### config.mk
export PLATFORM = sky130hd
export DESIGN_NAME = ps2_uart_packet_rx
export DESIGN_NICKNAME = d
export VERILOG_FILES = /design/src/rtl/ps2_uart_pkg.sv /design/src/rtl/uart_rx_byte.sv /design/src/rtl/ps2_uart_packet_rx.sv
export SDC_FILE = /design/constraint.sdc
export NUM_CORES = 1
export LEC_CHECK = 0
export ABC_AREA = 1
export BUFFER_PORTS_ARGS = -buffer_cell sky130_fd_sc_hd__buf_4
export CORE_UTILIZATION = 35
export CTS_CLUSTER_DIAMETER = 40
export CTS_CLUSTER_SIZE = 24
export DETAILED_ROUTE_END_ITERATION = 12
export GPL_ROUTABILITY_DRIVEN = 0
export SYNTH_ARGS = -nofsm -noshare
export SYNTH_HDL_FRONTEND = slang
export SYNTH_SLANG_ARGS = --single-unit
### constraint.sdc
create_clock -name clk -period 2 [get_ports clk]
set_input_delay 0.4 -clock clk [delete_from_list [all_inputs] [get_ports clk]]
set_output_delay 0.4 -clock clk [all_outputs]
set_load 0.03 [all_outputs]
### src/rtl/ps2_uart_pkg.sv
// Shared constants and types for the PS/2-to-UART mouse-report receiver.
package ps2_uart_pkg;

  localparam logic [7:0] SYNC_BYTE = 8'hAA;
  localparam int         PKT_LEN   = 6;

  localparam int BTN_L = 0;
  localparam int BTN_R = 1;
  localparam int BTN_M = 2;

  typedef enum logic [2:0] {
    P_SYNC,
    P_XL,
    P_XH,
    P_YL,
    P_YH,
    P_BTN
  } parser_state_t;

  typedef enum logic [1:0] {
    RX_IDLE,
    RX_START,
    RX_DATA,
    RX_STOP
  } rx_state_t;

  // Rounded clocks-per-bit so the sample point drifts as little as possible.
  function automatic int baud_div(input int freq_hz, input int baud);
    return (freq_hz + baud / 2) / baud;
  endfunction

endpackage

### src/rtl/uart_rx_byte.sv
// 8N1 UART byte receiver: input synchroniser, baud counter and byte FSM.
module uart_rx_byte
  import ps2_uart_pkg::*;
#(
  parameter int FREQ_HZ = 27000000,
  parameter int BAUD    = 115200
) (
  input  logic       clk,
  input  logic       rst_n,
  input  logic       uart_rxd,
  output logic       byte_stb,
  output logic [7:0] rx_byte,
  output logic       frame_err,
  output logic       idle,
  output logic       start_det
);

  localparam int DIV   = baud_div(FREQ_HZ, BAUD);
  localparam int HALF  = DIV / 2;
  localparam int CNT_W = $clog2(DIV);
  localparam logic [CNT_W-1:0] DIV_LAST  = CNT_W'(DIV - 1);
  localparam logic [CNT_W-1:0] HALF_LAST = CNT_W'(HALF - 1);

  logic rxd_meta, rxd_sync, rxd_prev;

  rx_state_t        state, state_n;
  logic [CNT_W-1:0] cnt, cnt_n;
  logic [2:0]       bit_idx, bit_idx_n;
  logic [7:0]       shift, shift_n;
  logic             brk_wait, brk_wait_n;
  logic             stb_n, ferr_n;

  // NOTE: sequential state uses non-blocking assignments so every flop samples pre-edge values.
  always_ff @(posedge clk or negedge rst_n) begin
    if (!rst_n) begin
      rxd_meta <= 1'b1;
      rxd_sync <= 1'b1;
      rxd_prev <= 1'b1;
    end else begin
      rxd_meta <= uart_rxd;
      rxd_sync <= rxd_meta;
      rxd_prev <= rxd_sync;
    end
  end

  assign idle      = (state == RX_IDLE);
  assign start_det = idle && !brk_wait && rxd_prev && !rxd_sync;
  assign rx_byte   = shift;

  // NOTE: every output gets a default first so no latch is inferred.
  always_comb begin
    state_n    = state;
    cnt_n      = cnt + 1'b1;
    bit_idx_n  = bit_idx;
    shift_n    = shift;
    brk_wait_n = brk_wait;
    stb_n      = 1'b0;
    ferr_n     = 1'b0;
    case (state)
      RX_IDLE: begin
        cnt_n = '0;
        if (brk_wait) begin
          if (rxd_sync) brk_wait_n = 1'b0;
        end else if (start_det) begin
          state_n = RX_START;
        end
      end
      RX_START: begin
        if (cnt == HALF_LAST) begin
          cnt_n     = '0;
          bit_idx_n = 3'd0;
          state_n   = rxd_sync ? RX_IDLE : RX_DATA;
        end
      end
      RX_DATA: begin
        if (cnt == DIV_LAST) begin
          cnt_n     = '0;
          shift_n   = {rxd_sync, shift[7:1]};
          bit_idx_n = bit_idx + 3'd1;
          if (bit_idx == 3'd7) state_n = RX_STOP;
        end
      end
      RX_STOP: begin
        // Leaving at mid-stop-bit leaves half a bit to catch a back-to-back start edge.
        if (cnt == DIV_LAST) begin
          cnt_n   = '0;
          state_n = RX_IDLE;
          if (rxd_sync) begin
            stb_n = 1'b1;
          end else begin
            ferr_n     = 1'b1;
            brk_wait_n = 1'b1;
          end
        end
      end
      default: state_n = RX_IDLE;
    endcase
  end

  always_ff @(posedge clk or negedge rst_n) begin
    if (!rst_n) begin
      state     <= RX_IDLE;
      cnt       <= '0;
      bit_idx   <= 3'd0;
      shift     <= 8'd0;
      brk_wait  <= 1'b0;
      byte_stb  <= 1'b0;
      frame_err <= 1'b0;
    end else begin
      state     <= state_n;
      cnt       <= cnt_n;
      bit_idx   <= bit_idx_n;
      shift     <= shift_n;
      brk_wait  <= brk_wait_n;
      byte_stb  <= stb_n;
      frame_err <= ferr_n;
    end
  end

endmodule

### src/rtl/ps2_uart_packet_rx.sv
// Mouse-report packet receiver: frames sync/X/Y/button bytes from the UART link.
module ps2_uart_packet_rx
  import ps2_uart_pkg::*;
#(
  parameter int FREQ_HZ      = 27000000,
  parameter int BAUD         = 115200,
  parameter int TIMEOUT_BITS = 30
) (
  input  logic       clk,
  input  logic       rst_n,
  input  logic       uart_rxd,
  output logic       pkt_valid,
  output logic [8:0] pos_x,
  output logic [8:0] pos_y,
  output logic [2:0] btn,
  output logic       frame_err,
  output logic       sync_err
);

  localparam int DIV    = baud_div(FREQ_HZ, BAUD);
  localparam int TO_CYC = TIMEOUT_BITS * DIV;
  localparam int TO_W   = $clog2(TO_CYC + 1);
  localparam logic [TO_W-1:0] TO_LAST = TO_W'(TO_CYC - 1);

  logic       rx_stb, rx_ferr, rx_idle, rx_start;
  logic [7:0] rx_byte;

  uart_rx_byte #(
    .FREQ_HZ(FREQ_HZ),
    .BAUD   (BAUD)
  ) u_rx (
    .clk      (clk),
    .rst_n    (rst_n),
    .uart_rxd (uart_rxd),
    .byte_stb (rx_stb),
    .rx_byte  (rx_byte),
    .frame_err(rx_ferr),
    .idle     (rx_idle),
    .start_det(rx_start)
  );

  parser_state_t pstate, pstate_n;
  logic [8:0]    x_sh, x_sh_n, y_sh, y_sh_n;
  logic [8:0]    pos_x_n, pos_y_n;
  logic [2:0]    btn_n;
  logic          pkt_valid_n, sync_err_n;
  logic [TO_W-1:0] to_cnt, to_cnt_n;

  always_comb begin
    pstate_n    = pstate;
    x_sh_n      = x_sh;
    y_sh_n      = y_sh;
    pos_x_n     = pos_x;
    pos_y_n     = pos_y;
    btn_n       = btn;
    pkt_valid_n = 1'b0;
    sync_err_n  = 1'b0;
    to_cnt_n    = to_cnt;

    // A start edge in the expiry cycle clears the counter, so the timeout never fires then.
    if (pstate == P_SYNC || rx_start) begin
      to_cnt_n = '0;
    end else if (rx_idle && !rx_stb && !rx_ferr) begin
      if (to_cnt == TO_LAST) begin
        to_cnt_n   = '0;
        sync_err_n = 1'b1;
        pstate_n   = P_SYNC;
      end else begin
        to_cnt_n = to_cnt + 1'b1;
      end
    end

    if (rx_ferr && pstate != P_SYNC) begin
      sync_err_n = 1'b1;
      pstate_n   = P_SYNC;
    end

    if (rx_stb) begin
      case (pstate)
        P_SYNC: begin
          if (rx_byte == SYNC_BYTE) pstate_n = P_XL;
          else sync_err_n = 1'b1;
        end
        P_XL: begin
          x_sh_n[7:0] = rx_byte;
          pstate_n    = P_XH;
        end
        P_XH: begin
          if (rx_byte[7:1] == 7'd0) begin
            x_sh_n[8] = rx_byte[0];
            pstate_n  = P_YL;
          end else begin
            sync_err_n = 1'b1;
            pstate_n   = P_SYNC;
          end
        end
        P_YL: begin
          y_sh_n[7:0] = rx_byte;
          pstate_n    = P_YH;
        end
        P_YH: begin
          if (rx_byte[7:1] == 7'd0) begin
            y_sh_n[8] = rx_byte[0];
            pstate_n  = P_BTN;
          end else begin
            sync_err_n = 1'b1;
            pstate_n   = P_SYNC;
          end
        end
        P_BTN: begin
          pstate_n = P_SYNC;
          if (rx_byte[7:3] == 5'd0) begin
            pos_x_n      = x_sh;
            pos_y_n      = y_sh;
            btn_n[BTN_L] = rx_byte[BTN_L];
            btn_n[BTN_R] = rx_byte[BTN_R];
            btn_n[BTN_M] = rx_byte[BTN_M];
            pkt_valid_n  = 1'b1;
          end else begin
            sync_err_n = 1'b1;
          end
        end
        default: pstate_n = P_SYNC;
      endcase
    end
  end

  // frame_err is re-registered so it lines up with the sync_err it may trigger.
  always_ff @(posedge clk or negedge rst_n) begin
    if (!rst_n) begin
      pstate    <= P_SYNC;
      x_sh      <= 9'd0;
      y_sh      <= 9'd0;
      to_cnt    <= '0;
      pos_x     <= 9'd0;
      pos_y     <= 9'd0;
      btn       <= 3'd0;
      pkt_valid <= 1'b0;
      sync_err  <= 1'b0;
      frame_err <= 1'b0;
    end else begin
      pstate    <= pstate_n;
      x_sh      <= x_sh_n;
      y_sh      <= y_sh_n;
      to_cnt    <= to_cnt_n;
      pos_x     <= pos_x_n;
      pos_y     <= pos_y_n;
      btn       <= btn_n;
      pkt_valid <= pkt_valid_n;
      sync_err  <= sync_err_n;
      frame_err <= rx_ferr;
    end
  end

endmodule

=== Word-level counts from Yosys, hierarchy flattened ===
Index checks and enable logic that the tools add are counted.
W data, S select, Z words.

* Word-level logic and storage cells: 123
* Input bits: 3
* Flip-flop bits (word level): 85
* Output and inout port bits: 24

* Reductions and logical operators: 30
* Eq/ne operators: 20
* $add $sub $neg: 3
* Muxes and demuxes: 48

{| class="wikitable"
|+ Operator list
! operator !! number
|-
| $mux W13 || 3
|-
| $mux W3 || 9
|-
| $pmux W8 S3 || 1
|-
| $mux W1 || 20
|-
| $eq A8 B8 Y1 const B || 2
|-
| $mux W2 || 8
|-
| $mux W8 || 2
|-
| $pmux W3 S5 || 1
|-
| $reduce_and A3 Y1 || 5
|-
| $add A13 B1 Y13 const B || 1
|-
| $eq A13 B13 Y1 const B || 1
|-
| $ne A2 B1 Y1 const B || 5
|-
| $eq A3 B3 Y1 const B || 3
|-
| $add A8 B1 Y8 const B || 1
|-
| $eq A8 B7 Y1 const B || 1
|-
| $pmux W2 S4 || 1
|-
| $logic_not A7 Y1 || 1
|-
| $eq A3 B2 Y1 const B || 2
|-
| $logic_and A1 B1 Y1 || 6
|-
| $pmux W3 S2 || 1
|-
| $reduce_and A2 Y1 || 3
|-
| $reduce_and A6 Y1 || 1
|-
| $reduce_bool A2 Y1 || 3
|-
| $logic_not A5 Y1 || 1
|-
| 13 further kinds || 19
|}

=== Depth between registers and ports, before layout ===
* Depth after elaboration: 10
* Gate-level depth with buffers: 14
* Depth with buffers taken out: 14

=== Cells and area by module ===
A second synthesis with hierarchy kept.

* Cells, all modules: 445
* Area total of the unflattened synthesis: 3885.0 um^2

{| class="wikitable"
|+ Modules (own cells, without submodules)
! module !! cells each !! instances !! area an instance (um^2)
|-
| ps2_uart_packet_rx || 314 || 1 || 2650.0
|-
| uart_rx_byte || 131 || 1 || 1234.9
|}

=== Least setup slack after synthesis ===
OpenSTA, ideal clock, no wires.

* Path type: reg-to-reg
* Start point: reg u_rx.state[0]
* End point: reg pstate[0]
* Cell stages (with the launch flop): 14
* Setup slack: 346 ps
* Setup time: 117 ps
* Data required time: 1883 ps
* Path buffers: 0
* Period minus slack after synthesis: 1654 ps
* Arrival time: 1537 ps
* Path through: dfrtp_1 > inv_1 > ha_1 > inv_1 > nor2_1 > nand2_1 > nor2_1 > nand2_2 > nand3_1 > nand2_1 > nand2_1 > nand2_1 > nand2_1 > nand2_1

* Word-level cells in the longest chain between the ends: 10
* Elaborated cells between the ends (all ways): 13
* Those cells by class: mux: 6; reduce/logical: 7

{| class="wikitable"
|+ Ends and longest elaborated chain
! item !! line !! RTL
|-
| start, declared || uart_rx_byte.sv:26 || <nowiki>rx_state_t state, state_n;</nowiki>
|-
| start signal, assigned || uart_rx_byte.sv:110 || <nowiki>state <= state_n;</nowiki>
|-
| $logic_not A2 Y1 (*) || uart_rx_byte.sv:46 || <nowiki>assign idle = (state == RX_IDLE);</nowiki>
|-
| $logic_and A1 B1 Y1 (3 in series) || uart_rx_byte.sv:47 || <nowiki>assign start_det = idle && !brk_wait && rxd_prev && !rxd_sync;</nowiki>
|-
| $logic_or A1 B1 Y1 || ps2_uart_packet_rx.sv:61 || <nowiki>if (pstate == P_SYNC || rx_start) begin</nowiki>
|-
| $mux W3 (*) || ps2_uart_packet_rx.sv:61 ||
|-
| $mux W3 (*) || ps2_uart_packet_rx.sv:73 || <nowiki>if (rx_ferr && pstate != P_SYNC) begin</nowiki>
|-
| $mux W3 || ps2_uart_packet_rx.sv:81 || <nowiki>if (rx_byte == SYNC_BYTE) pstate_n = P_XL;</nowiki>
|-
| $pmux W3 S5 || ps2_uart_packet_rx.sv:79 || <nowiki>case (pstate)</nowiki>
|-
| $mux W3 (*) || ps2_uart_packet_rx.sv:78 || <nowiki>if (rx_stb) begin</nowiki>
|-
| net pstate_n[0] || ps2_uart_packet_rx.sv:42 || <nowiki>parser_state_t pstate, pstate_n;</nowiki>
|-
| end signal, assigned || ps2_uart_packet_rx.sv:142 || <nowiki>pstate <= pstate_n;</nowiki>
|-
| end, declared || ps2_uart_packet_rx.sv:42 ||
|}

The timed path passes the listed nets; every way through them passes the cells marked *.
A chain may end at the register's enable or synchronous reset.

==> results.py <==
metrics = {
    "status": {
        "outcome": "finished, violations left",
        "violations": "negative hold slack",
    },
    "job": {
        "cap_violations": 0,
    },
    "global_route": {
        "grt_start_max_net_pins": 38,
        "groute.usage.overall_pct": 14.7,
        "gr-total-overflow": 0,
        "grt_pass1_vias": 2891,
        "antenna_found_initial": 0,
        "grt_first_pass_wirelength_um": 13200,
    },
    "power_and_ir_drop": {
        "ir_worst_vdd_mv": 0.315,
        "leakage_nw": 2.13,
        "p_clk_share_pct": 32.3,
        "p_int_mw": 2.41,
        "fin_total_pwr_mw": 3.43,
        "switchingPower_mw": 1.02,
        "swShare_pct": 29.6,
        "combPwrFrac_pct": 14.7,
        "pwr_density_cell_nw_per_um2": 775,
        "seqPwrFrac_pct": 53.0,
    },
    "timing": {
        "setup_viol": 0,
        "skew_ns": 0.0152,
        "final.period_utilization_pct": 89.6,
        "drv_slew": 0,
        "period_needed_ns": 1.79,
        "worst_slew_pin_slew_ns": 0.562,
        "hold_viol": 19,
        "slew_headroom_pct": 62.4,
        "rsz0062_at_grt": "no",
        "setup_tns_ns": 0,
        "hold_ws_ns": -0.00887,
        "timing.fmax_mhz": 558,
    },
    "route": {
        "first_iter_violations": 154,
        "avgViaCountPerCell": 4.74,
        "vias": 2942,
        "wl_um": 7550,
        "drcViolationCount": 0,
        "drtPass1Iterations": 5,
        "ant_nets": 0,
        "wl_per_cell_um": 12.2,
    },
    "clock_network": {
        "ctsRootBufferMaster": "clkbuf_8",
        "clk_path_buf_depth": 2,
        "clock-sinks": 85,
        "htree_num_levels": 3,
        "tritoncts": "done",
        "worst_skew_pair.late_latency_ns": 0.37,
        "cts_setup_buffers": 0,
        "cts_hold_buf": 0,
        "cts_buffers": 9,
        "clk_pin_slew_ns": 0.09,
    },
    "synth": {
        "synth_top_area_cell": "dfrtp_1",
        "ys_warn_count": 0,
        "syn_nets": 458,
        "synth.top_cell.area_share_pct": 53.0,
        "netlist_instances": 444,
        "synthTopCellsByArea": "dfrtp_1 (53%), nand2_1 (14%), o21ai_0 (4.9%)",
        "synthDistinctLibCells": 36,
        "syn-cell-area_um2": 3870,
        "ys_ff_latch": 85,
        "yosysSeqAreaShare_pct": 55.0,
        "synth.avg_cell_area_um2": 8.72,
    },
    "place": {
        "place_hpwl_um": 5470,
        "placed_area_um2": 4240,
        "portBuffers": 26,
    },
    "critical_path": {
        "cp-start-kind": "register",
        "end_kind": "register",
        "path_class": "reg2reg",
        "r2r_cells": 11,
        "crit_family": "simple AND/OR/NAND/NOR gates",
        "path_max_fanout": 11,
        "r2r_end": "to_cnt[12]",
        "ff2ff_setup_slack_ns": 0.21,
        "worst_path_largest_cell_delay_ns": 0.42,
        "crit_slowest_cell": "dfrtp_1",
        "crit_buf_inv": 2,
        "cpMostUsedCell": "nand2_1",
        "worst_ep_required_time_ns": 2.29,
        "crit_chain": "inv_1, ha_2, inv_1, nor2_1, nand2_1, nand2_4, nand2_2, or2_0, nand2_1, nand2_1, nor2_1",
        "arrival_ns": 2.08,
    },
    "cells_and_area": {
        "antennaDiodeCount": 0,
        "areaGrowthSynthToFinish_pct": 14.2,
        "fin_util_pct": 41.0,
        "stdcell_area_um2": 4420,
        "final_nets": 491,
        "drive_above_1_share_pct": 14.6,
    },
    "floorplan": {
        "die_area_um2": 11500,
        "core_um2": 10800,
        "die_y_um": 107,
        "num_rows": 38,
        "initial_core_util_pct": 35.9,
        "die_w_um": 107,
        "ios": 27,
    },
    "worst_hold_path": {
        "hold_class": "in2async",
    },
}
## kinds of logic after synthesis
logic type	Yosys count	share of synthesized area [%]
DFF	85	55.0
buffers and inverters	51	5.33
and+or+nand+nor	232	25.9
xor gates and xnor gates	9	2.03
AOI/OAI and AO/OA	56	8.14
adders and majority gates	11	3.55
## per-stage QoR
stage,worst slack (ns),instances
floorplan,0.346,444
global placement,0.226,606
detailed placement,0.117,606
CTS,0.111,621
global route,0.00824,621
finish,0.208,621
## state kept, by name (all words and copies together) (netlist names), 3 cells and up, named ones only
signal / count
to_cnt: 13
u_rx.rx_byte: 8
y_sh: 9
u_rx.bit_idx: 3
pstate: 3
x_sh: 9
u_rx.cnt: 8
pos_y: 9
pos_x: 9
btn: 3
## placed cells by master (no fill, tap or decap), types with 2 or more instances in the layout
| cell type | n |
|---|---|
| nand2_1 | 141 |
| dfrtp_1 | 82 |
| o21ai_0 | 38 |
| inv_1 | 35 |
| nor2_1 | 35 |
| buf_4 | 29 |
| nand3_1 | 23 |
| ha_1 | 10 |
| clkbuf_8 | 10 |
| nand4_1 | 9 |
| inv_2 | 8 |
| xor2_1 | 7 |
| nor3_1 | 7 |
| a21oi_1 | 7 |
| nand2_2 | 5 |
| nor2_2 | 3 |
| dfstp_2 | 3 |
| nand3b_1 | 2 |
| xnor2_1 | 2 |
| o22ai_1 | 2 |
| nor2_4 | 2 |
| inv_6 | 2 |
## power by group through the flow
stage | clock, mW | combinational [mW] | sequential (mW)
after floorplan | 0 | 0.353 | 1.84
after global placement | 0 | 0.480 | 1.84
after detailed placement | 0 | 0.491 | 1.85
after CTS | 1.15 | 0.495 | 1.81
after global routing | 1.22 | 0.595 | 1.83
final | 1.11 | 0.505 | 1.82
## layer usage
layer / up-vias / part of all wire, % / global-route usage, %
li1: 1493 / - / -
met1: 1402 / 49 / 19.0
met2: 38 / 47 / 23.9
met3: 9 / 2.3 / 2.19
met4: 0 / 1.8 / 7.63
met5: - / 0 / 0
## worst max path at each step
stage | slack, ns | cells past startpoint | start | end
2_1_floorplan | 0.35 | 13 | u_rx.state[0] | pstate[0]
3_3_place_gp | 0.23 | 12 | u_rx.state[0] | to_cnt[12]
3_5_place_dp | 0.12 | 13 | u_rx.state[0] | to_cnt[12]
4_1_cts | 0.11 | 13 | u_rx.state[0] | to_cnt[12]
5_1_grt | 0.008 | 12 | register | to_cnt[12]
6_report | 0.21 | 11 | register | to_cnt[12]
## synthesized netlist by cell type, drive strengths merged
cell / count
a211o: 1
a211oi: 1
a21o: 1
a21oi: 7
a31oi: 1
a32o: 1
buf: 5
clkbuf: 3
dfrtp: 82
dfstp: 3
ha: 11
inv: 43
nand2: 147
nand3: 24
nand3b: 2
nand4: 9
nor2: 40
nor3: 8
nor4: 1
o21ai: 40
o22ai: 2
o31ai: 1
o41ai: 1
or2: 1
xnor2: 2
xor2: 7
## final cells by class
type | count | area [µm²]
Fill cell | 1090 | 6370
Sequential cell | 85 | 2130
Multi-Input combinational cell | 308 | 1550
Timing Repair Buffer | 30 | 238
Tap cell | 140 | 175
Inverter | 43 | 161
Clock buffer | 11 | 141
Clock inverter | 4 | 31.3
## what timing repair did
item / in CTS / in global routing
endpoints found under the setup margin: 0 / 5
endpoints found under the hold margin: 0 / 0
gates resized for setup: 0 / 4
(Power assumes the default switching activity.)
